**config.mk**
```make
export PLATFORM = sky130hd
export DESIGN_NAME = mux_rr_arbiter_flat
export DESIGN_NICKNAME = d
export VERILOG_FILES = /design/src/rtl/mux_rr_arbiter_if.sv /design/src/rtl/mux_rr_arbiter.sv /design/src/flat_wrapper.sv
export SDC_FILE = /design/constraint.sdc
export NUM_CORES = 1
export LEC_CHECK = 0
export CORE_UTILIZATION = 41
export CTS_BUF_LIST = sky130_fd_sc_hd__clkbuf_8
export CTS_CLUSTER_SIZE = 14
export DETAILED_ROUTE_END_ITERATION = 6
export PLACE_DENSITY_LB_ADDON = 0.12
export SLEW_MARGIN = 20
export SYNTH_ARGS = -nofsm -noshare
export SYNTH_HDL_FRONTEND = slang
export SYNTH_SLANG_ARGS = --single-unit
```
**constraint.sdc**
```tcl
create_clock -name clk -period 2 [get_ports clk]
set_input_delay 0.3 -clock clk [delete_from_list [all_inputs] [get_ports clk]]
set_output_delay 0.3 -clock clk [all_outputs]
set_load 0.05 [all_outputs]
```
**src/rtl/mux_rr_arbiter_if.sv**
```systemverilog
// Handshake bundle between N producers, the arbiter, and the downstream consumer.
// slave = arbiter side, master = producer/consumer side.
interface mux_rr_arbiter_if #(
  parameter int N = 4,
  parameter int m = 2,
  parameter int W = 4
);
  logic [N-1:0]   req;
  logic [N*W-1:0] data_in;
  logic [N-1:0]   ack;
  logic [m-1:0]   sel;
  logic [W-1:0]   out_data;
  logic           out_valid;
  logic           out_ready;
  logic           busy;

  modport slave (
    input  req, data_in, out_ready,
    output ack, sel, out_data, out_valid, busy
  );

  modport master (
    output req, data_in, out_ready,
    input  ack, sel, out_data, out_valid, busy
  );
endinterface

```
**src/rtl/mux_rr_arbiter.sv**
```systemverilog
// Round-robin arbiter + registered W-bit output mux; ARB_FIXED_PRIO_EN selects highest-index priority.
// Latency: req to out_valid one cycle; one word per cycle with out_ready held high.
// Backpressure: FULL without out_ready holds all outputs and stops sampling requests.
module mux_rr_arbiter #(
  parameter int N = 4,
  parameter int m = 2,
  parameter int W = 4
) (
  input  logic           clk,
  input  logic           rst,
  mux_rr_arbiter_if.slave bus
);

  typedef enum logic {IDLE, FULL} state_t;

  state_t         r_state;
  logic           r_valid;
  logic [W-1:0]   r_data;
  logic [m-1:0]   r_sel;
  logic [m-1:0]   r_last;
  logic [N-1:0]   r_ack;

  logic           w_slot_free;
  logic [N-1:0]   w_elig;
  logic           w_found;
  logic [m-1:0]   w_win;
  logic [W-1:0]   w_word;

  assign w_slot_free = (r_state == IDLE) || (r_valid && bus.out_ready);
  // A requester being acked this cycle still shows its old req; never regrant it here.
  assign w_elig      = bus.req & ~r_ack;

`ifdef ARB_FIXED_PRIO_EN
  always_comb begin
    w_win = r_last;
    for (int i = 0; i < N; i++) begin
      if (w_elig[i]) w_win = m'(i);
    end
    w_found = |w_elig;
  end
`else
  // Two passes: indices above last_grant first, then wrap to the low end.
  always_comb begin
    w_found = 1'b0;
    w_win   = r_last;
    for (int i = 0; i < N; i++) begin
      if (!w_found && w_elig[i] && (i > int'(r_last))) begin
        w_found = 1'b1;
        w_win   = m'(i);
      end
    end
    for (int i = 0; i < N; i++) begin
      if (!w_found && w_elig[i] && (i <= int'(r_last))) begin
        w_found = 1'b1;
        w_win   = m'(i);
      end
    end
  end
`endif

  always_comb begin
    w_word = '0;
    for (int i = 0; i < N; i++) begin
      if (w_win == m'(i)) w_word = bus.data_in[i*W +: W];
    end
  end

  always_ff @(posedge clk or posedge rst) begin
    if (rst) begin
      r_state <= IDLE;
      r_valid <= 1'b0;
      r_data  <= '0;
      r_sel   <= '0;
      r_last  <= m'(N-1);
      r_ack   <= '0;
    end else begin
      r_ack <= '0;
      if (w_slot_free) begin
        if (w_found) begin
          r_state <= FULL;
          r_valid <= 1'b1;
          r_data  <= w_word;
          r_sel   <= w_win;
          r_last  <= w_win;
          r_ack   <= {{(N-1){1'b0}}, 1'b1} << w_win;
        end else begin
          r_state <= IDLE;
          r_valid <= 1'b0;
        end
      end
    end
  end

  assign bus.ack       = r_ack;
  assign bus.sel       = r_sel;
  assign bus.out_data  = r_data;
  assign bus.out_valid = r_valid;
  assign bus.busy      = r_valid | (|bus.req);

endmodule

```
**src/flat_wrapper.sv**
```systemverilog
// flat-port wrapper written by rule: the top's interface ports become plain ports
module mux_rr_arbiter_flat 
#(
  parameter int N = 4,
  parameter int m = 2,
  parameter int W = 4
)
  (clk, rst, bus_req, bus_data_in, bus_out_ready, bus_ack, bus_sel, bus_out_data, bus_out_valid, bus_busy);
  mux_rr_arbiter_if #(.N(N), .m(m), .W(W)) bus_i ();
  input  logic clk;
  input  logic rst;
  input wire logic [$bits(bus_i.req)-1:0] bus_req;
  input wire logic [$bits(bus_i.data_in)-1:0] bus_data_in;
  input wire logic [$bits(bus_i.out_ready)-1:0] bus_out_ready;
  output wire logic [$bits(bus_i.ack)-1:0] bus_ack;
  output wire logic [$bits(bus_i.sel)-1:0] bus_sel;
  output wire logic [$bits(bus_i.out_data)-1:0] bus_out_data;
  output wire logic [$bits(bus_i.out_valid)-1:0] bus_out_valid;
  output wire logic [$bits(bus_i.busy)-1:0] bus_busy;
  assign bus_i.req = bus_req;
  assign bus_i.data_in = bus_data_in;
  assign bus_i.out_ready = bus_out_ready;
  assign bus_ack = bus_i.ack;
  assign bus_sel = bus_i.sel;
  assign bus_out_data = bus_i.out_data;
  assign bus_out_valid = bus_i.out_valid;
  assign bus_busy = bus_i.busy;
  mux_rr_arbiter #(.N(N), .m(m), .W(W)) u_core (.clk(clk), .rst(rst), .bus(bus_i));
endmodule
```
==> summary.txt, run 1 <==
Critical path
  • CP required: 1700 ps
  • Delay-heaviest family, CP: buffers and inverters
  • CP Capture Type: primary output
  • Buffers and inverters on the worst path: 1
  • Worst setup SP type: flip-flop
  • Setup CP Type: reg -> out
  • Slowest-stage cell, CP: clkdlybuf4s50_1
  • WP data arrival: 1450 ps
  • CP cell instances: clkdlybuf4s50_1
  • Biggest cell delay along the critical path: 820 ps
  • Worst Path Max Fanout: 2

Global routing
  • Largest net degree at the start of global routing: 14
  • Initial antenna violation count: 0
  • Vias in the first global route: 640
  • Tot GR Track Use: 20.3%
  • Global-route wire length before repair: 2810 µm
  • Grt ovf: 0

CTS
  • Clock Path Buffers: 2
  • Worst-skew pair later-pin latency: 240 ps
  • CTS resizes: 0
  • Number of buffers created by CTS: 3
  • H-tree levels: 1
  • Post-CTS setup repair buffer count: 0
  • CTS tree: built
  • Root Driver: clkbuf_8
  • CTS sink count: 13
  • Hold_buf cts: 0
  • Clk slew on worst S/H paths: 60 ps

Synth
  • Ys Warns: 0
  • Netlist area before placement: 736 µm²
  • Distinct cells, synth: 20
  • EDFF count, synth: 0
  • Register area share after synthesis: 44.6%
  • Commonest register cell after synthesis: dfrtp_1
  • Post-Synthesis Cells: 69
  • Synth Area per Inst: 10.7 µm²
  • Synthesized flop and latch total: 13
  • Syn Nets: 92
  • Post-synth ARST share: 100%

Power
  • LEAKAGE: 0.505 nW
  • Clock share of power: 12.6%
  • Net Sw Power: 849 µW
  • Internal power: 964 µW
  • Logic gate share of total power: 60.2%
  • PD cells: 1570 nW/µm²
  • Sequential power share: 27.2%
  • Sw Ratio: 46.8%
  • VDD IR max: 838 µV

Floorplan
  • Die W: 44.4 µm
  • Std cell rows: 14
  • Die height: 44.4 µm
  • Starting Density: 46.2%
  • Core area: 1590 µm²
  • Die area: 1970 µm²
  • Num ports: 35

Route
  • DR iter-0 viols: 5
  • Routed WL: 1710 µm
  • Residual DRC count: 0
  • Routed Antenna Nets: 0
  • Post-DR vias/cell: 4.86
  • Vias post-DR: 632
  • Drt first pass iters: 4
  • WL/cell: 13.2 µm

Final layout
  • Final Instance Area: 1160 µm²
  • Layout cells sized above 1: 15.1%
  • Ant diodes: 0
  • Layout Nets: 130
  • Fillers: 122
  • Area growth, synth to finish: 57.1%

STA
  • Post-route minimum period: 1750 ps
  • Count of pins over their slew limit: 0
  • Fmax: 572 MHz
  • Fin. Hold Viols: 0
  • Clock Skew: 0.883 ps
  • Final setup viols: 0
  • Setup TNS: 0 ps
  • RSZ-0062 raised after global routing: no
  • Slew at the pin closest to its max-slew limit: 503 ps
  • Slew HR: 66.4%
  • Final Cycle Share: 87.4%

Run status
  • Status: finished, final reports clean

Placed design
  • Placed instance area: 1110 µm²
  • IO Port Bufs: 34
  • Final Wtd Congestion: 0.823
  • Placed wire-length estimate: 1320 µm

Hold path
  • Path type of the worst min-delay path: in -> async

Run
  • Max Cap Viol: 0
-- layer usage --
metal | global-route usage, % | routed length [µm] | share of wire (%)
met1 | 22.1 | 696 | 41
met4 | 10.9 | 23 | 1.3
met2 | 35.6 | 882 | 51
met3 | 5.31 | 110 | 6.4
met5 | 0 | 0 | 0
-- power groups by stage --
stage	clock network, mW	logic, mW	registers (mW)
floorplan	0	0.461	0.809
global placement	0	1.07	0.491
detailed placement	0	1.10	0.492
CTS	0.235	1.10	0.493
global route	0.246	1.16	0.509
finish	0.228	1.09	0.493
-- final cells by class --
class / instances / area [µm²] / share of cell area [%]
Multi-Input combinational cell: 53 / 395 / 34.2
Timing Repair Buffer: 34 / 350 / 30.3
Sequential cell: 13 / 328 / 28.4
Clock buffer: 3 / 41.3 / 3.57
Tap cell: 24 / 30.0 / 2.60
Inverter: 2 / 7.51 / 0.649
Clock inverter: 1 / 3.75 / 0.325
-- registers in the layout (all words and copies together), names as in the netlist --
| signal | count |
|---|---|
| u_core.bus.out_valid | 1 |
| u_core.bus.ack | 4 |
| u_core.r_last | 2 |
| u_core.bus.out_data | 4 |
| u_core.bus.sel | 2 |
-- synthesized netlist by cell type (2+ instances only) --
master,n,area share [%]
inv_1,2,1.0
nor2b_4,3,5.6
dfstp_2,2,7.1
nand2_1,12,6.1
mux2i_1,8,11
o221ai_1,5,6.0
o22ai_2,2,3.4
nor2_1,8,4.1
dfrtp_1,11,37
a31oi_1,2,1.7
a21oi_1,2,1.4
nand2b_4,2,3.7
nand2b_1,3,2.6
-- cells in the final DEF (no fill, tap or decap), drive strengths merged --
cell           Yosys  routed
nor2               8       8
o22ai              2       2
nor2b              4       4
buf                1       1
o21ai              1       1
nand2b             5       5
nor3               1       1
a31oi              2       2
inv                2       3
dfstp              2       2
clkdlybuf4s50      0      33
dfrtp             11      11
and3               1       1
o221ai             5       5
clkbuf             0       3
a21oi              2       2
mux2i              9       9
nand2             13      13
-- logic make-up (layout without fill, tap and decap cells) --
family	Yosys count	in the layout	synth area share, %
compound gates	12	12	13.1
flops	13	13	44.6
mux	9	9	13.9
buf+inv	3	40	1.70
simple gates	32	32	26.7
-- worst paths after layout --
path	from	endpoint	cells after the start	slack (ps)
min in group clk	u_core.bus.sel[1]$_DFFE_PP0P_	u_core.bus.sel[1]$_DFFE_PP0P_	2	480
worst max register to register	u_core.r_last[0]$_DFFE_PP1P_	u_core.bus.out_data[1]$_DFFE_PP0P_	5	420
worst min register to register	u_core.bus.sel[1]$_DFFE_PP0P_	u_core.bus.sel[1]$_DFFE_PP0P_	2	480
max in group asynchronous	rst	u_core.r_last[1]$_DFFE_PP1P_	2	1240
worst max-delay path	u_core.bus.ack[0]$_DFF_PP0_	bus_ack[0]	1	250
worst min-delay path	rst	u_core.bus.ack[2]$_DFF_PP0_	2	410
-- metrics by stage --
| step | power (mW) | util (%) | setup WS (ps) | hold WS [ps] | instances |
|---|---|---|---|---|---|
| after floorplan | 1.27 | - | 301 | 176 | 69 |
| after CTS | 1.83 | 72.5 | 246 | 428 | 130 |
| after detailed placement | 1.59 | 69.7 | 58.5 | 468 | 126 |
| after global routing | 1.91 | 72.5 | 204 | 453 | 130 |
| after global placement | 1.57 | 69.7 | 121 | 461 | 126 |
| final | 1.81 | 72.5 | 252 | 406 | 130 |
No activity file was read; power rests on OpenSTA's default activity.
==> run 2, diff against run 1 <==
ABC_CLOCK_PERIOD_IN_PS = 2000   (was default)
==> results of run 2 <==
Same layout as run 1: the final DEF is identical, and so are final timing and power.
